==> src/rtl/udp_logic_pkg.sv <==
// udp_logic_pkg: opcode encoding and reference semantics for the shared bitwise logic unit.
package udp_logic_pkg;
    typedef enum logic [2:0] {
        OP_NOT  = 3'd0,
        OP_BUF  = 3'd1,
        OP_AND  = 3'd2,
        OP_OR   = 3'd3,
        OP_XOR  = 3'd4,
        OP_NAND = 3'd5,
        OP_NOR  = 3'd6,
        OP_XNOR = 3'd7
    } logic_op_t;

    localparam int MAXW = 64;

    // Evaluated at MAXW bits; callers keep the low WIDTH bits.
    function automatic logic [MAXW-1:0] logic_apply(logic_op_t op, logic [MAXW-1:0] a, logic [MAXW-1:0] b);
        case (op)
            OP_NOT:  return ~a;
            OP_BUF:  return a;
            OP_AND:  return a & b;
            OP_OR:   return a | b;
            OP_XOR:  return a ^ b;
            OP_NAND: return ~(a & b);
            OP_NOR:  return ~(a | b);
            default: return ~(a ^ b);
        endcase
    endfunction
endpackage

==> src/rtl/udp_logic_unit.sv <==
// udp_logic_unit: combinational bitwise NOT/BUF/AND/OR/XOR/NAND/NOR/XNOR over WIDTH bits.
module udp_logic_unit
    import udp_logic_pkg::*;
#(
    parameter int WIDTH = 8
) (
    input  logic_op_t          op,
    input  logic [WIDTH-1:0]   a,
    input  logic [WIDTH-1:0]   b,
    output logic [WIDTH-1:0]   y
);
    always_comb begin
        y = '0;
        case (op)
            OP_NOT:  y = ~a;
            OP_BUF:  y = a;
            OP_AND:  y = a & b;
            OP_OR:   y = a | b;
            OP_XOR:  y = a ^ b;
            OP_NAND: y = ~(a & b);
            OP_NOR:  y = ~(a | b);
            OP_XNOR: y = ~(a ^ b);
        endcase
    end
endmodule

==> src/rtl/udp_logic_arbiter.sv <==
// udp_logic_arbiter: round-robin sharing of one logic unit among NREQ requesters,
// with a single registered, id-tagged response slot under valid/ready backpressure.
module udp_logic_arbiter
    import udp_logic_pkg::*;
#(
    parameter  int NREQ  = 4,
    parameter  int WIDTH = 8,
    localparam int IDW   = $clog2(NREQ)
) (
    input  logic                  clk,
    input  logic                  rst,
    input  logic [NREQ-1:0]       req_valid,
    output logic [NREQ-1:0]       req_ready,
    input  logic [NREQ*3-1:0]     req_op,
    input  logic [NREQ*WIDTH-1:0] req_a,
    input  logic [NREQ*WIDTH-1:0] req_b,
    output logic                  rsp_valid,
    input  logic                  rsp_ready,
    output logic [IDW-1:0]        rsp_id,
    output logic [WIDTH-1:0]      rsp_data
);
    logic             can_issue, found, xfer;
    logic [IDW-1:0]   last_gnt, gnt_id, idx;
    logic_op_t        op_sel;
    logic [WIDTH-1:0] a_sel, b_sel, res;

    assign can_issue = !rsp_valid || rsp_ready;
    assign xfer      = |req_ready;

    // Scan from the requester after the last winner, wrapping mod NREQ.
    always_comb begin
        found  = 1'b0;
        gnt_id = '0;
        idx    = '0;
        for (int k = 1; k <= NREQ; k++) begin
            idx = IDW'((int'(last_gnt) + k) % NREQ);
            if (!found && req_valid[idx]) begin
                found  = 1'b1;
                gnt_id = idx;
            end
        end
        req_ready = (can_issue && found && !rst) ? (NREQ'(1) << gnt_id) : '0;
    end

    always_comb begin
        op_sel = OP_NOT;
        a_sel  = '0;
        b_sel  = '0;
        for (int i = 0; i < NREQ; i++) begin
            if (gnt_id == IDW'(i)) begin
                op_sel = logic_op_t'(req_op[3*i +: 3]);
                a_sel  = req_a[WIDTH*i +: WIDTH];
                b_sel  = req_b[WIDTH*i +: WIDTH];
            end
        end
    end

    udp_logic_unit #(.WIDTH(WIDTH)) u_unit (
        .op (op_sel),
        .a  (a_sel),
        .b  (b_sel),
        .y  (res)
    );

    always_ff @(posedge clk) begin
        if (rst) begin
            rsp_valid <= 1'b0;
            rsp_id    <= '0;
            rsp_data  <= '0;
            last_gnt  <= IDW'(NREQ - 1);
        end else if (xfer) begin
            rsp_valid <= 1'b1;
            rsp_id    <= gnt_id;
            rsp_data  <= res;
            last_gnt  <= gnt_id;
        end else if (rsp_ready) begin
            rsp_valid <= 1'b0;
        end
    end
endmodule

==> config.mk <==
export PLATFORM = sky130hd
export DESIGN_NAME = udp_logic_arbiter
export DESIGN_NICKNAME = d
export VERILOG_FILES = /design/src/rtl/udp_logic_pkg.sv /design/src/rtl/udp_logic_unit.sv /design/src/rtl/udp_logic_arbiter.sv
export SDC_FILE = /design/constraint.sdc
export NUM_CORES = 1
export LEC_CHECK = 0
export ABC_AREA = 1
export CORE_UTILIZATION = 30
export DETAILED_ROUTE_END_ITERATION = 16
export PLACE_DENSITY_LB_ADDON = 0.15
export SLEW_MARGIN = 40
export SYNTH_ARGS = -nofsm -noshare
export SYNTH_HDL_FRONTEND = slang
export SYNTH_SLANG_ARGS = --single-unit
==> constraint.sdc <==
create_clock -name clk -period 4.6 [get_ports clk]
set_clock_uncertainty 0.05 [all_clocks]
set_input_delay 1.15 -clock clk [delete_from_list [all_inputs] [get_ports clk]]
set_output_delay 1.15 -clock clk [all_outputs]
set_load 0.01 [all_outputs]
==> results, run 1 <==
- The post-synth net total is 545.
- The startpoint-to-endpoint class of the critical path is in2out.
- For this run, the number of Yosys warnings is 0.
- The shortest clock period the worst path allows after layout is 4.449 ns.
- Along the worst hold path, the cell count comes to 2.
- The overall die area is slightly below 0.009 mm².
- The share of synthesized cell area in and, or, nand and nor gates is approximately three fifths.
- The worst endpoint data arrival time is about 3.3 ns.
- After Yosys synthesis, XOR and XNOR cells account for 0% of the synthesized area.
- The path class of the tightest hold or removal check is reg2reg.
- In this run the number of H-tree levels came out at 1.
- The core region is 0.008258 mm².
- The run finished with clean final reports.
- Summing over every cut layer, the via total after detailed routing is 3092.
- The clock latency at the later pin of the worst-skew pair is 0.23 ns.
- The height of the chip is approximately 94 µm.
- The share of the Yosys chip area taken by registers is between 10% and 20%.
- The endpoint type of the worst setup path is an output port.
- The final count of negative-setup-slack endpoints is 0.
- The number of hold-slack violations in the final timing report is 0.
- The post-layout instance count excluding filler cells is 643.
- During I/O placement, the number of pins put on the boundary was 98.
- In this run the remaining antenna-violating nets after routing total 0.
- Entering global routing, the biggest net connects 31 pins.
- The dominant combinational cell family by area after synthesis is simple AND/OR/NAND/NOR gates.
- Clock-pin slew was measured on the worst setup and hold paths at 0.05 ns.
- The post-CTS setup-driven buffer insertion count is 0.
- The area occupied by multi-input gates is between 0.0015 and 0.002 mm².
- In this run the critical register-to-register path is launched from last_gnt[0]$_SDFFE_PP1P_.
- Derived from the worst setup path, the maximum achievable clock frequency is 224.8 MHz.
- Input and output buffers added on the ports amount to 97.
- In this run, synthesis inferred 0 flip-flops with an integrated enable.
- Summed over all layers, the global routing overflow is 0.
- The register bit total from synthesis is 13.
- For this run, the leading register cell type out of synthesis is sky130_fd_sc_hd__dfxtp_1.
- Clock tree synthesis inserted a total of 3 buffers.
- The number of detailed-routing iterations run before antenna repair is 5.
- Of all nets on the critical path, the largest fanout is 6.
- The layout cell share with drive strength beyond 1 is 10.59%.
- Across all setup checks in the final design, the least slack found is 0.1506 ns.
- The final cycle utilization of the critical path is 96.73%.
- In this run the critical register-to-register path is captured at rsp_data[2]$_SDFFE_PP0P_.
- For the worst flop-to-flop path, the logic depth is 23.
- The final antenna diode count is 0.
- After detailed routing, the average wire length per cell comes to 12.32 µm.
- The average size of a mapped cell is 5.751 µm².
- The number of global-route vias before repair was 2923.
- The clock net in this run drives a total of 13 sinks.
- In the synthesized netlist the async set-or-reset flop fraction comes to 0%.
- The detailed-route wire length is 7919 µm.
- The detailed router's first-iteration violation count is 117.
- Counting distinct cell types in the post-synthesis netlist gives 31.
- The synthesized area is 0.002565 mm².
- OpenSTA, run right after detailed placement, puts the worst setup slack at 0.09635 ns.
- In this run the register-to-register setup slack is 1.20 ns.
- The initial core utilization is 31.06%.
- The number of nets in the final layout is 638.
- For the pin with the worst max-slew slack, the measured transition is 0.4254 ns.
- Summed over all nets, the half-perimeter wirelength after detailed placement is between 6000 and 7000 µm.
- The global router's overall resource usage is 18.60%.
- The relative max-transition margin is a little under three quarters.
- The tree is rooted in a sky130_fd_sc_hd__clkbuf_8.
- The path with the worst hold slack has its endpoint at rsp_data[2]$_SDFFE_PP0P_.
- Registers take 260.3 µm².
- The layout filler cell count is 925.
- Row generation in the floorplan step produced 33 rows.
- The multiplexer share of the synthesized area is 0%.
- STA classifies the critical path startpoint as an input pin.
- The worst hold path begins at rsp_data[2]$_SDFFE_PP0P_.
- The synthesized netlist devotes 7.561% of its cell area to compound gates.
- The data required time at the worst endpoint is between 3 and 4 ns.
- The DRC violation count after routing is 0.
- The initial antenna violation count is 0.
- The last weighted congestion value of the routability-driven placer is 0.8283.
- The first global-routing pass estimated 13300 µm of wire.
- The area added between synthesis and finish is 43.32%.
- The tool flagged a number of max-cap violations equal to 0.
- The average vias per placed instance is 4.809.
- The max-slew violation count is 0.
- The CTS tree is yes.
- The worst hold slack across all endpoints is 0.4136 ns.
- The clock passes through at most 2 buffers.
- Including well taps, the total number of placed cells is between 600 and 700.
- The post-synthesis cell count is approximately 450.
- The synthesized netlist devotes between 7 and 8% of its cell area to adder and majority cells.
- From left edge to right edge, the die measures 94.47 µm.
## metrics by stage
stage	util (%)	setup TNS (ns)	cell area, µm²
floorplan	-	0	2565
global placement	43.88	0	3623
detailed placement	43.88	0	3623
CTS	44.42	0	3669
global route	44.52	-0.007772	3676
finish	44.52	0	3676
## cells by family after synthesis
| family | after synthesis |
|---|---|
| and+or+nand+nor | 293 |
| buffers and inverters | 91 |
| AOI/OAI and AO/OA | 33 |
| adders and majority gates | 16 |
| DFF | 13 |
## worst max-delay path by stage
stage                            start           end  slack (ns)  cells past startpoint
after floorplan           req_valid[1]  req_ready[1]        1.20                      9
after global placement    req_valid[3]  req_ready[3]        0.15                     12
after detailed placement  req_valid[3]  req_ready[3]         0.1                     12
after CTS                 req_valid[3]  req_ready[3]        0.08                     12
after global routing      req_valid[3]  req_ready[1]      -0.008                     12
final                     req_valid[3]  req_ready[1]        0.15                     12
## worst max-delay path, stage by stage
cell and delay [ns]:
sky130_fd_sc_hd__clkdlybuf4s50_1 0.50, sky130_fd_sc_hd__nand2_1 0.09, sky130_fd_sc_hd__nand2_1 0.12, sky130_fd_sc_hd__nand2_1 0.11
sky130_fd_sc_hd__nand2_1 0.10, sky130_fd_sc_hd__inv_1 0.05, sky130_fd_sc_hd__nand3_2 0.11, sky130_fd_sc_hd__inv_1 0.08
sky130_fd_sc_hd__nor2_4 0.16, sky130_fd_sc_hd__nand2_1 0.13, sky130_fd_sc_hd__nor2_1 0.11, sky130_fd_sc_hd__clkdlybuf4s50_1 0.54
## timing repair
item                                    CTS  global route
gates resized for setup                   0             2
endpoints found under the setup margin    0             2
hold buffers                              0             0
## registers in the layout (all words and copies together) (netlist names)
signal	count
rsp_data	8
last_gnt	2
rsp_id	2
rsp_valid	1
## synthesized netlist by cell type, types with 6 or more instances
| library cell | n | area (µm²) |
|---|---|---|
| sky130_fd_sc_hd__dfxtp_1 | 13 | 260.3 |
| sky130_fd_sc_hd__a21oi_1 | 13 | 65.06 |
| sky130_fd_sc_hd__clkbuf_1 | 6 | 22.52 |
| sky130_fd_sc_hd__a31oi_1 | 8 | 50.05 |
| sky130_fd_sc_hd__ha_1 | 16 | 200.2 |
| sky130_fd_sc_hd__nor2_1 | 27 | 101.4 |
| sky130_fd_sc_hd__inv_2 | 6 | 22.52 |
| sky130_fd_sc_hd__nand4_1 | 28 | 175.2 |
| sky130_fd_sc_hd__nand2_1 | 139 | 521.8 |
| sky130_fd_sc_hd__inv_1 | 62 | 232.7 |
| sky130_fd_sc_hd__buf_2 | 8 | 40.04 |
| sky130_fd_sc_hd__nand3_2 | 7 | 70.07 |
| sky130_fd_sc_hd__nand3b_1 | 6 | 45.04 |
| sky130_fd_sc_hd__nand3_1 | 54 | 270.3 |
| sky130_fd_sc_hd__nand2_2 | 10 | 62.56 |
## cell type report
class	count	share of cell area, %
Multi-Input combinational cell	342	51.91
Timing Repair Buffer	110	29.14
Sequential cell	13	7.080
Inverter	69	7.080
Tap cell	105	3.574
Clock buffer	4	1.225
## cells in the final DEF, fill, tap and decap left out, types with 13 or more instances in the layout
| master | count |
|---|---|
| sky130_fd_sc_hd__a21oi_1 | 13 |
| sky130_fd_sc_hd__clkdlybuf4s50_1 | 96 |
| sky130_fd_sc_hd__nor2_1 | 27 |
| sky130_fd_sc_hd__buf_4 | 13 |
| sky130_fd_sc_hd__nand4_1 | 28 |
| sky130_fd_sc_hd__nand3_1 | 54 |
| sky130_fd_sc_hd__inv_1 | 62 |
| sky130_fd_sc_hd__nand2_1 | 139 |
| sky130_fd_sc_hd__dfxtp_1 | 13 |
| sky130_fd_sc_hd__ha_1 | 16 |
## layer usage
| metal | track usage [%] | part of all wire (%) |
|---|---|---|
| met5 | 0 | 0 |
| met4 | 5.556 | 1.5 |
| met3 | 1.771 | 5.3 |
| met2 | 33.27 | 47 |
| met1 | 23.41 | 46 |
Power of run 1 is not shown: default switching activity piles up to over one toggle a cycle in this logic, so the estimate is an artifact.
==> run 2: changes to the inputs <==
- PLACE_DENSITY: not set -> 0.58
- PLACE_DENSITY_LB_ADDON: 0.15 -> not set
- SLEW_MARGIN: 40 -> not set
- clock period: 4.6 -> 4.05 ns (I/O delays scaled with it)
==> results, run 2 (synthesis results as in run 1) <==
- The DRC violation count after routing was 0 (unchanged).
- The number of input and output port buffers inserted is 97 (unchanged).
- The final count of negative-setup-slack endpoints was 0 (unchanged).
- Setup repair after global routing left no endpoint under its margin.
- The clock sink count is 13 (unchanged).
- The initial antenna violation count is 0 (unchanged).
- The number of nets in the final layout is 657 (+3.0%).
- The global router's overall resource usage came to 17.82% (-0.78 points).
- Leaving out fill and tap cells, the most frequent cell in the layout is sky130_fd_sc_hd__nand2_1.
- The first-pass GRT wire length is 12790 µm (-3.8%).
- The number of global-route vias before repair was 2825 (-3.4%).
- The layout filler cell count is 863 (-6.7%).
- The remaining global-route overflow is 0 (unchanged).
- The overall die area is 0.008924 mm² (unchanged).
- The data required time at the worst endpoint was 2.99 ns (-0.41 ns).
- The worst endpoint data arrival time is 2.75 ns (-0.50 ns).
- The count of max-cap constraint violations was 0 (unchanged).
- The startpoint-to-endpoint class of the critical path is in2out.
- The detailed router's first-iteration violation count is 112 (-4.3%).
- The buffer type at the clock tree root is sky130_fd_sc_hd__clkbuf_8.
- The relative max-transition margin was 73.63% (+2.1 points).
- The final antenna diode count is 0 (unchanged).
- The number of top-level pins is 98 (unchanged).
- The shortest clock period the worst path allows after layout is 3.815 ns.
- The last weighted congestion value of the routability-driven placer came to 0.8514 (+2.8%).
- Ranked by flip-flop count, first place goes to rsp_data.
- The average wire per standard cell is 11.63 µm (-5.6%).
- The number of flip-flops in the largest register is 8 (unchanged).
- The layout cell share with drive strength beyond 1 came to 14.18% (+3.6 points).
- The CTS tree is yes.
- The number of antenna-violating nets in the routed design is 0 (unchanged).
- The placeable core region came to 0.008258 mm² (unchanged).
- The chip width is 94.47 µm (unchanged).
- The number of buffers inserted for hold repair after clock tree synthesis was 0 (unchanged).
- The number of buffers inserted during clock tree synthesis is 3 (unchanged).
- The kind of start point of the critical path is an input pin.
- The detailed-route wire length is 7700 µm (-2.8%).
- The depth of the CTS H-tree came to 1 (unchanged).
- In the layout the commonest cells are sky130_fd_sc_hd__nand2_1, sky130_fd_sc_hd__clkdlybuf4s50_1, sky130_fd_sc_hd__inv_1.
- Static timing analysis puts the maximum clock frequency at 262.1 MHz.
- The critical-path maximum fanout is 6 (unchanged).
- The max-slew violation count is 0 (unchanged).
- The worst slack at placement is -0.01413 ns (-0.1105 ns).
- In the final layout, the registers with the most flip-flops are rsp_data: 8 flops, last_gnt: 2 flops, rsp_id: 2 flops.
- The largest net degree at the start of global routing is 31 (unchanged).
- The detailed-placement wirelength estimate is 6300 µm (-0.52%).
- The flow ran to the end, and the final reports show no timing, DRC or antenna violations.
- The via count is 3143 (+1.6%).
- The number of cell rows is 33 (unchanged).
- In the finished design, the share of the clock period the worst path needs comes to between 90% and 100%.
- The height of the chip is 94.47 µm (unchanged).
- The clock-pin slew reported for the worst setup and hold paths after clock tree synthesis is 0.05 ns (about the same).
- The number of buffers between clock root and the deepest sink is 2 (unchanged).
- The average vias per placed instance came to 4.748 (-1.3%).
- The transition time at the pin with the least slew margin is 0.3950 ns (-0.03047 ns).
- The worst setup margin was 0.2348 ns (+0.08417 ns).
- The clock latency at the later pin of the worst-skew pair is 0.24 ns (about the same).
- The initial core utilization was 31.06% (unchanged).
- The class of the worst hold path is reg2reg.
- The number of hold-slack violations in the final timing report is 0 (unchanged).
- The area added between synthesis and finish is 51.07%.
- The number of detailed-routing iterations run before antenna repair is 4 (-1).
- The endpoint type of the worst setup path is an output port.
==> run 2: changes by cell type in the layout (fill, tap and decap cells not counted), sizes merged <==
cell,change
clkdlybuf4s50,-3
buf,+19
dlygate4sd2,+2
dlymetal6s2s,+1
==> run 2: final cells by class <==
cell class / count / area [µm²] / area share [%]
Inverter: 69 / 260.3 / 6.716
Sequential cell: 13 / 260.3 / 6.716
Clock buffer: 4 / 45.04 / 1.162
Multi-Input combinational cell: 342 / 1914 / 49.40
Tap cell: 105 / 131.4 / 3.390
Timing Repair Buffer: 129 / 1264 / 32.61
==> run 2: worst max-delay path, cell delays in order <==
cell and delay, ns:
sky130_fd_sc_hd__clkdlybuf4s50_1 0.50, sky130_fd_sc_hd__nand2_1 0.08, sky130_fd_sc_hd__nand3_1 0.12, sky130_fd_sc_hd__nand2_2 0.09, sky130_fd_sc_hd__nand4_1 0.10, sky130_fd_sc_hd__nand2_2 0.08, sky130_fd_sc_hd__buf_12 0.13, sky130_fd_sc_hd__nor2_8 0.14
sky130_fd_sc_hd__nand2_1 0.09, sky130_fd_sc_hd__nor2_1 0.12, sky130_fd_sc_hd__dlygate4sd2_1 0.28
==> run 2: worst paths after layout <==
path	from	to	slack (ns)	depth (start not counted)
max	req_valid[1]	req_ready[0]	0.23	11
min	rsp_data[0]$_SDFFE_PP0P_	rsp_data[0]$_SDFFE_PP0P_	0.41	2
max reg2reg	last_gnt[0]$_SDFFE_PP1P_	rsp_data[2]$_SDFFE_PP0P_	0.77	23
min reg2reg	rsp_data[0]$_SDFFE_PP0P_	rsp_data[0]$_SDFFE_PP0P_	0.41	2
==> run 2: timing repair <==
item | CTS | global route
gates resized for setup | 2 | 5
hold endpoints to repair | 0 | 0
setup buffers | 0 | 0
endpoints found under the setup margin | 2 | 4
==> run 2: metal layers <==
layer,track usage [%],part of all wire [%]
met3,1.530,5.1
met4,4.545,1.3
met1,24.40,49
met5,0,0
met2,29.89,45
==> run 2: stage by stage <==
step | instance area, µm² | hold WS [ns] | setup TNS [ns] | util (%) | std cells
floorplan | 2565 | 0.4400 | 0 | - | 446
global placement | 3816 | 0.4073 | -0.005587 | 46.21 | 658
detailed placement | 3816 | 0.4070 | -0.01413 | 46.21 | 658
CTS | 3859 | 0.4154 | 0 | 46.73 | 662
global route | 3875 | 0.4300 | 0 | 46.92 | 662
finish | 3875 | 0.4140 | 0 | 46.92 | 662
Power of run 2 is left out for the same reason.
==> run 3: changes to the inputs <==
- CTS_CLUSTER_DIAMETER: not set -> 100
==> results of run 3 <==
The final DEF is identical to that of run 2; final timing and power are the same.
Power of run 3 is left out for the same reason.
